$ cat src/rtl/fetch_sequencer.sv
// rtl/fetch_sequencer.sv - PC/fetch controller feeding an instruction register through a valid/ready handshake
module fetch_sequencer #(
    parameter int                ADDR_W   = 4,
    parameter int                INSTR_W  = 8,
    parameter logic [3:0]        HALT_OP  = 4'b1110,
    parameter logic [ADDR_W-1:0] RESET_PC = '0
) (
    input  logic               clk,
    input  logic               rst_n,
    input  logic [INSTR_W-1:0] instr,
    output logic [ADDR_W-1:0]  pc,
    output logic [INSTR_W-1:0] ir,
    output logic               ir_valid,
    input  logic               ir_ready,
    input  logic               branch_taken,
    input  logic [ADDR_W-1:0]  branch_target,
    output logic               halted,
    output logic [7:0]         retired
);

    localparam logic [INSTR_W-1:0] NOP = {4'hF, {(INSTR_W-4){1'b0}}};

    typedef enum logic [1:0] {
        S_FETCH,
        S_ISSUE,
        S_HALT
    } state_t;

    state_t state;

    // ir_valid is high exactly while in S_ISSUE, so an accept is simply ir_ready there.
    always_ff @(posedge clk or negedge rst_n) begin
        if (!rst_n) begin
            state    <= S_FETCH;
            pc       <= RESET_PC;
            ir       <= NOP;
            ir_valid <= 1'b0;
            halted   <= 1'b0;
            retired  <= 8'd0;
        end else begin
            case (state)
                S_FETCH: begin
                    ir       <= instr;
                    ir_valid <= 1'b1;
                    state    <= S_ISSUE;
                end
                S_ISSUE: begin
                    if (ir_ready) begin
                        ir_valid <= 1'b0;
                        if (retired != 8'hFF) begin
                            retired <= retired + 8'd1;
                        end
                        if (ir[INSTR_W-1 -: 4] == HALT_OP) begin
                            halted <= 1'b1;
                            state  <= S_HALT;
                        end else if (branch_taken) begin
                            pc    <= branch_target;
                            state <= S_FETCH;
                        end else begin
                            pc    <= pc + {{(ADDR_W-1){1'b0}}, 1'b1};
                            state <= S_FETCH;
                        end
                    end
                end
                S_HALT: begin
                    ir_valid <= 1'b0;
                    halted   <= 1'b1;
                end
                default: begin
                    state <= S_FETCH;
                end
            endcase
        end
    end

endmodule

$ cat config.mk
export PLATFORM = sky130hd
export DESIGN_NAME = fetch_sequencer
export DESIGN_NICKNAME = d
export VERILOG_FILES = /design/src/rtl/fetch_sequencer.sv
export SDC_FILE = /design/constraint.sdc
export NUM_CORES = 1
export LEC_CHECK = 0
export ABC_AREA = 1
export CAP_MARGIN = 20
export CORE_MARGIN = 2
export CORE_UTILIZATION = 42
export CTS_CLUSTER_SIZE = 16
export DETAILED_ROUTE_END_ITERATION = 12
export PLACE_DENSITY = 0.8
export SYNTH_ARGS = -nofsm -noshare
export SYNTH_HDL_FRONTEND = slang
export SYNTH_SLANG_ARGS = --single-unit
export TNS_END_PERCENT = 100
$ cat constraint.sdc
create_clock -name clk -period 1.2 [get_ports clk]
set_input_delay 0.18 -clock clk [delete_from_list [all_inputs] [get_ports clk]]
set_output_delay 0.18 -clock clk [all_outputs]
set_load 0.005 [all_outputs]
==> results.ini, run 1 <==
[global_routing]
antenna_found_initial=0
grt_pass1_vias=1278
grt_overflow=0
grt_usage_pct=22.5
grt_pass1_wl_um=5870
grt_max_degree=25

[detailed_routing]
wire_per_inst_um=15.1
wl_um=3960
drtIter0Drc=50
drc=0
vias_per_cell=5.12
ant_nets=0
vias=1341
first_pass_iters=4

[critical_path]
crit_fanout=2
slowest_delay_ns=0.58
crit_buf_inv=3
rr_worst_depth=6
rrSetupSlack_ns=-0.19
crit_family=flip-flops
crit_slowest_cell=dfstp_2
r2r_end=state[1]
crit-reg2reg-launch=ir[6]
worstPathCellList=buf_6, nand4_1, buf_4, inv_2, nand2_1, o21ai_1
cp.arrival_ns=1.63
critical_path_required_ns=1.44
cp-end-kind=flop
crit_type=flop to flop
worst_setup_path_start_kind=flop

[run_status]
violations=negative setup slack
status=finished with violations

[synthesis]
yosysWarningCount=0
synth-edff-count=0
synth_flop_cell=dfrtp_1
ys_types=22
ys_ff_latch=24
yosysSeqAreaShare_pct=47.0
synth_area_leader_cell=dfrtp_1
syn_avg_cell_area_um2=8.65
synth_top_cell_area_share_pct=38.8
synth.net_count=172
synthCells=149
ys_async_sr_fraction_pct=100
syn_area_um2=1290
synthTopCellsByArea=dfrtp_1, nand2_1, dfstp_2, ha_1, mux2_2

[sta]
setup_viol=22
finalMaxSlewViolations=0
rsz0062_at_grt=yes
fin_crit_ns=1.39
timing.hold.ws_ns=0.198
relSlewSlack_pct=84.8
fin_skew_ns=0.0116
setup_tns_ns=-1.92
final_hold_viol_count=0
tightest_slew_ns=0.226
fin_ws_ns=-0.195
period_share_pct=116
clock.fmax_ghz=0.717

[clock_tree]
clock-sinks=24
clkTransAtPathRegs_ns=0.14
cts_root_buf=clkbuf_4
cts_tree=built
clock_latency_ns=0.32
hold_buffers=0
cts-htree-levels=1
cts_buffers=3
clockBufferDepth=2

[power_and_ir_drop]
vdd_ir_drop_max_mv=1.12
powerDensity_nw_per_um2=2140
power.leakage_uw=0.00108

[layout]
layout.nets=253
n_antenna_cell=0
syn2layout_area_growth_pct=71.4
drive_gt1_share_pct=44.5
fillers=190
stdcell_area_um2=2210
final_cells=262

[placement]
dp_hpwl_um=2210
dp_cells=231
port_buffers=37
post_dp_cell_area_um2=1810
dp_slack_ns=-0.130
place_congestion=0.811

[die]
core-area_um2=2980
rows=20
start_util_pct=43.3
num_io_pins=38
die_area_um2=3530
dieHeight_um=59.4
die_w_um=59.4

[run]
cap_violations=0

[min_path]
hold_path.class=primary input to asynchronous set/reset pin

[cell usage after synthesis, types with 2 or more instances]
cell / count
inv_1: 16
nand2_1: 51
nor2_1: 9
inv_2: 2
dfrtp_1: 20
nand3_1: 6
xnor2_1: 3
mux2_2: 7
nand2_2: 4
dfstp_2: 4
o21ai_0: 7
ha_1: 7
nand4_1: 3
a21oi_1: 2
[power by group]
part           switching [uW]  internal [uW]
clock                     244            130
sequential                221           1180
combinational            1310           1650
total                    1770           2950
[worst register-to-register path, delay by kind of cell (launching register included)]
kind                   cells  cell delay (ns)
flip-flops                 1             0.58
buffers and inverters      3             0.36
AND/OR/NAND/NOR            2             0.24
AO/OA/AOI/OAI              1             0.15
[how the worst max path moves through the flow]
stage,start,to,slack (ns),cells after the start
2_1_floorplan,state[1],retired[6],0.002,7
3_3_place_gp,ir_ready,retired[6],-0.06,6
3_5_place_dp,ir_ready,pc[2],-0.13,7
4_1_cts,state[1],pc[2],-0.07,8
5_1_grt,ir[6],state[1],-0.25,6
6_report,ir[6],state[1],-0.19,6
[metrics by stage]
step | total power, uW | utilization, %
global route | 5020 | 74.2
floorplan | 2340 | -
global placement | 3280 | 60.7
detailed placement | 3400 | 60.7
CTS | 4200 | 68.4
finish | 4720 | 74.2
[layer usage]
metal / share of wire, % / track usage (%)
met5: 0 / 0
met4: 1.3 / 8.44
met3: 4.5 / 4.15
met2: 55 / 39.2
met1: 39 / 27.3
[area by class of cell]
type	count	area, um^2	area share, %
inverter	19	78.8	3.57
clock buffer	4	26.3	1.19
multi-input combinational	105	759	34.4
timing repair buffer	77	694	31.4
tap	33	41.3	1.87
sequential	24	608	27.5
[logic make-up (layout without fill, tap and decap cells)]
group                      Yosys count  in the layout  synth area share [%]
AOI/OAI and AO/OA                    9              9                  3.49
xor gates and xnor gates             4              4                  2.72
adders and majority gates            7              7                  6.80
buffers and inverters               20            100                  6.12
DFF                                 24             24                  47.0
muxes                                7              7                  6.12
and+or+nand+nor                     78             78                  27.8
[cells in the final DEF, fill, tap and decap left out, types with 4 or more instances in the layout]
cell / Yosys / final
buf_2: 1 / 4
buf_4: 0 / 31
buf_6: 0 / 7
clkdlybuf4s15_1: 0 / 12
clkdlybuf4s50_1: 0 / 15
dfrtp_1: 20 / 18
dfstp_2: 4 / 4
dlygate4sd2_1: 0 / 6
inv_1: 16 / 11
inv_2: 2 / 7
mux2_4: 0 / 7
nand2_1: 51 / 40
nand2_2: 4 / 12
nand2_4: 1 / 4
nand3_1: 6 / 4
nor2_2: 0 / 6
o21ai_1: 0 / 4
[flip-flops by register name (all words and copies together) (netlist names)]
| register | count |
|---|---|
| halted | 1 |
| ir_valid | 1 |
| state | 2 |
| pc | 4 |
| retired | 8 |
| ir | 8 |
[repair_timing]
item / 4_1_cts / 5_1_grt
pin swaps: 8 / 15
resized for setup: 59 / 46
endpoints found under the setup margin: 43 / 38
setup buffers: 18 / 8
gates cloned: 1 / 0
No activity file was read; power rests on OpenSTA's default activity.
==> inputs of run 2 (changes only) <==
- GPL_TIMING_DRIVEN: unset -> 1
==> results of run 2 <==
Same layout as run 1: the final DEF is identical, and so are final timing and power.
==> inputs of run 3 (changes only) <==
- ABC_AREA: 1 -> unset
- CORE_UTILIZATION: 42 -> 41
- PLACE_DENSITY: 0.8 -> 0.79
==> run 3 against run 2 <==
Effect of this change: the run ends with design-rule violations, negative setup slack left; clock skew is 0.0071 ns higher; non-clock buffer count is 9 higher; setup slack worse by 0.040 ns; critical path depth is 1 lower; hold slack worse by 0.069 ns; cell count is 14% lower; routed wire length is 3.8% higher; clock power is 61% higher; via count is 8.0% lower; core utilization is 6.0 points higher; die area is 1.5% lower; fmax is 2.8% lower; critical path type unchanged; largest power group unchanged.
==> results.ini, run 3 <==
[synthesis]
synth_most_common_cell=dfrtp_1  ; was nand2_1
yosysSeqAreaShare_pct=48.9  ; was 47.0%
synthTopCellsByArea=dfrtp_1, mux2_2, dfstp_2, ha_1, o21ai_0  ; was dfrtp_1, nand2_1, dfstp_2, ha_1, mux2_2
ys_async_sr_fraction_pct=100  ; unchanged
synth_area_leader_cell=dfrtp_1  ; unchanged
yosysWarningCount=0  ; unchanged
syn_avg_cell_area_um2=11.7  ; was 8.65 um^2
synthCells=106  ; was 149
synth_flop_cell=dfrtp_1  ; unchanged
ys_types=33  ; was 22
synth.net_count=129  ; was 172
synth-edff-count=0  ; unchanged
ys_ff_latch=24  ; unchanged
ys_top_cells_by_count=dfrtp_1, mux2_2, nand2_1, o21ai_0, ha_1  ; was nand2_1, dfrtp_1, inv_1
synth_top_cell_area_share_pct=40.4  ; was 38.8%
syn_area_um2=1240  ; was 1290 um^2

[critical_path]
critical_path_required_ns=1.44  ; about the same
crit_fanout=6  ; was 2
crit_type=flop to flop  ; unchanged
cp.arrival_ns=1.67  ; was 1.63 ns
cp-end-kind=flop  ; unchanged
worst_setup_path_start_kind=flop  ; unchanged

[run_status]
violations=design-rule violations, negative setup slack  ; was negative setup slack
status=finished with violations  ; unchanged

[die]
core-area_um2=2810  ; was 2980 um^2
rows=19  ; was 20
dieHeight_um=58.9  ; was 59.4 um
die_area_um2=3470  ; was 3530 um^2
num_io_pins=38  ; unchanged
start_util_pct=44.1  ; was 43.3%
die_w_um=58.9  ; was 59.4 um

[layout]
seqCellArea_um2=609  ; was 608 um^2
syn2layout_area_growth_pct=81.8  ; was 71.4%
multi_input_area_um2=774  ; was 759 um^2
drive_gt1_share_pct=55.2  ; was 44.5%
final_cell_mix=buf_4, dfrtp_1, mux2_4, clkdlybuf4s50_1, buf_6  ; was nand2_1, buf_4, dfrtp_1, clkdlybuf4s50_1
final_cells=225  ; was 262
n_antenna_cell=0  ; unchanged
utilization_pct=80.2  ; was 74.2%
final_common_cell=buf_4  ; was nand2_1
top_regs=ir: 8 flops, retired: 8 flops, pc: 4 flops  ; unchanged
fillers=163  ; was 190
layout.nets=218  ; was 253

[clock_tree]
clkTransAtPathRegs_ns=0.15  ; was 0.14 ns
cts_tree=built  ; unchanged
hold_buffers=0  ; unchanged
clock-sinks=24  ; unchanged
clockBufferDepth=2  ; unchanged
cts_buffers=3  ; unchanged
clock_latency_ns=0.33  ; was 0.32 ns
cts_root_buf=clkbuf_4  ; unchanged
cts-htree-levels=1  ; unchanged

[detailed_routing]
first_pass_iters=8  ; was 4
vias=1234  ; was 1341
ant_nets=0  ; unchanged
wire_per_inst_um=18.3  ; was 15.1 um
drtIter0Drc=72  ; was 50
wl_um=4110  ; was 3960 um
drc=1  ; was 0
vias_per_cell=5.48  ; was 5.12

[global_routing]
antenna_found_initial=0  ; unchanged
grt_max_degree=17  ; was 25
grt_pass1_wl_um=6290  ; was 5870 um
grt_usage_pct=24.5  ; was 22.5%
grt_pass1_vias=1329  ; was 1278
grt_overflow=0  ; unchanged

[run]
cap_violations=0  ; unchanged

[sta]
fin_skew_ns=0.0187  ; was 0.0116 ns
tightest_slew_ns=0.282  ; was 0.226 ns
period_share_pct=120  ; was 116%
fin_ws_ns=-0.235  ; was -0.195 ns
clock.fmax_ghz=0.697  ; was 0.717 GHz
rsz0062_at_grt=yes  ; unchanged
finalMaxSlewViolations=0  ; unchanged
relSlewSlack_pct=81.1  ; was 84.8%
timing.hold.ws_ns=0.128  ; was 0.198 ns
fin_crit_ns=1.43  ; was 1.39 ns
setup_viol=28  ; was 22
final_hold_viol_count=0  ; unchanged

[power_and_ir_drop]
power.leakage_uw=0.00103  ; was 0.00108 uW
vdd_ir_drop_max_mv=1.69  ; was 1.12 mV
powerDensity_nw_per_um2=2490  ; was 2140 nW/um^2

[min_path]
hold_path.class=primary input to asynchronous set/reset pin  ; unchanged

[placement]
dp_hpwl_um=2300  ; was 2210 um
place_congestion=0.900  ; was 0.811
port_buffers=37  ; unchanged
dp_slack_ns=-0.380  ; was -0.130 ns
dp_cells=192  ; was 231

-- run 3: timing repair --
action	4_1_cts	5_1_grt
gates resized for setup	86	28
pin swaps	10	8
endpoints found under the setup margin	45	42
buffers inserted	27	5
-- run 3: where the power goes --
| part | internal (uW) | switching [uW] | total [uW] |
|---|---|---|---|
| sequential | 1240 | 263 | 1500 |
| combinational | 2110 | 1380 | 3490 |
| clock | 338 | 264 | 603 |
| total | 3690 | 1900 | 5590 |
-- run 3: area by class of cell --
class	instances	area share, %
Clock buffer	3	1.00
Timing Repair Buffer	86	33.9
Inverter	3	0.501
Sequential cell	24	27.1
Tap cell	31	1.72
Clock inverter	1	1.33
Multi-Input combinational cell	77	34.4
-- run 3: metrics by stage --
step | cell area (um^2) | setup TNS, ns | power [uW]
floorplan | 1270 | -1.39 | 2520
finish | 2250 | -3.30 | 5590
global route | 2250 | -4.50 | 5890
global placement | 1830 | -4.77 | 3790
CTS | 2170 | -2.89 | 5170
detailed placement | 1830 | -5.21 | 3910
-- run 3: cell families after synthesis --
| kind of cell | after synthesis | synth area share [%] |
|---|---|---|
| DFF | 24 | 48.9 |
| and+or+nand+nor | 35 | 17.8 |
| buffers and inverters | 5 | 1.52 |
| muxes | 16 | 14.5 |
| adders and majority gates | 7 | 7.08 |
| xor gates and xnor gates | 1 | 0.708 |
| AOI/OAI and AO/OA | 18 | 9.50 |
-- run 3: routing by layer --
metal,part of all wire (%),vias to the layer above,track usage [%],wire [um]
li1,-,565,-,-
met1,40,609,29.8,1660
met2,51,48,42.7,2090
met3,6.0,12,3.96,247
met4,2.5,0,10.1,104
met5,0,-,0,0
-- run 3: worst paths after layout --
path	end	slack, ns	cells past startpoint	from
worst max register to register	retired[4]	-0.23	5	state[1]
worst max-delay path	retired[4]	-0.23	5	state[1]
max in group asynchronous	halted	0.82	2	rst_n
worst min-delay path	ir[2]	0.13	2	rst_n
min in group clk	ir[2]	0.45	2	instr[2]
worst min register to register	halted	0.52	1	halted
-- run 3: critical path, stage by stage (launching register included) --
cell,delay (ns)
dfrtp_1,0.41
inv_2,0.09
ha_4,0.17
and2_4,0.21
nand4_1,0.15
mux2_4,0.33
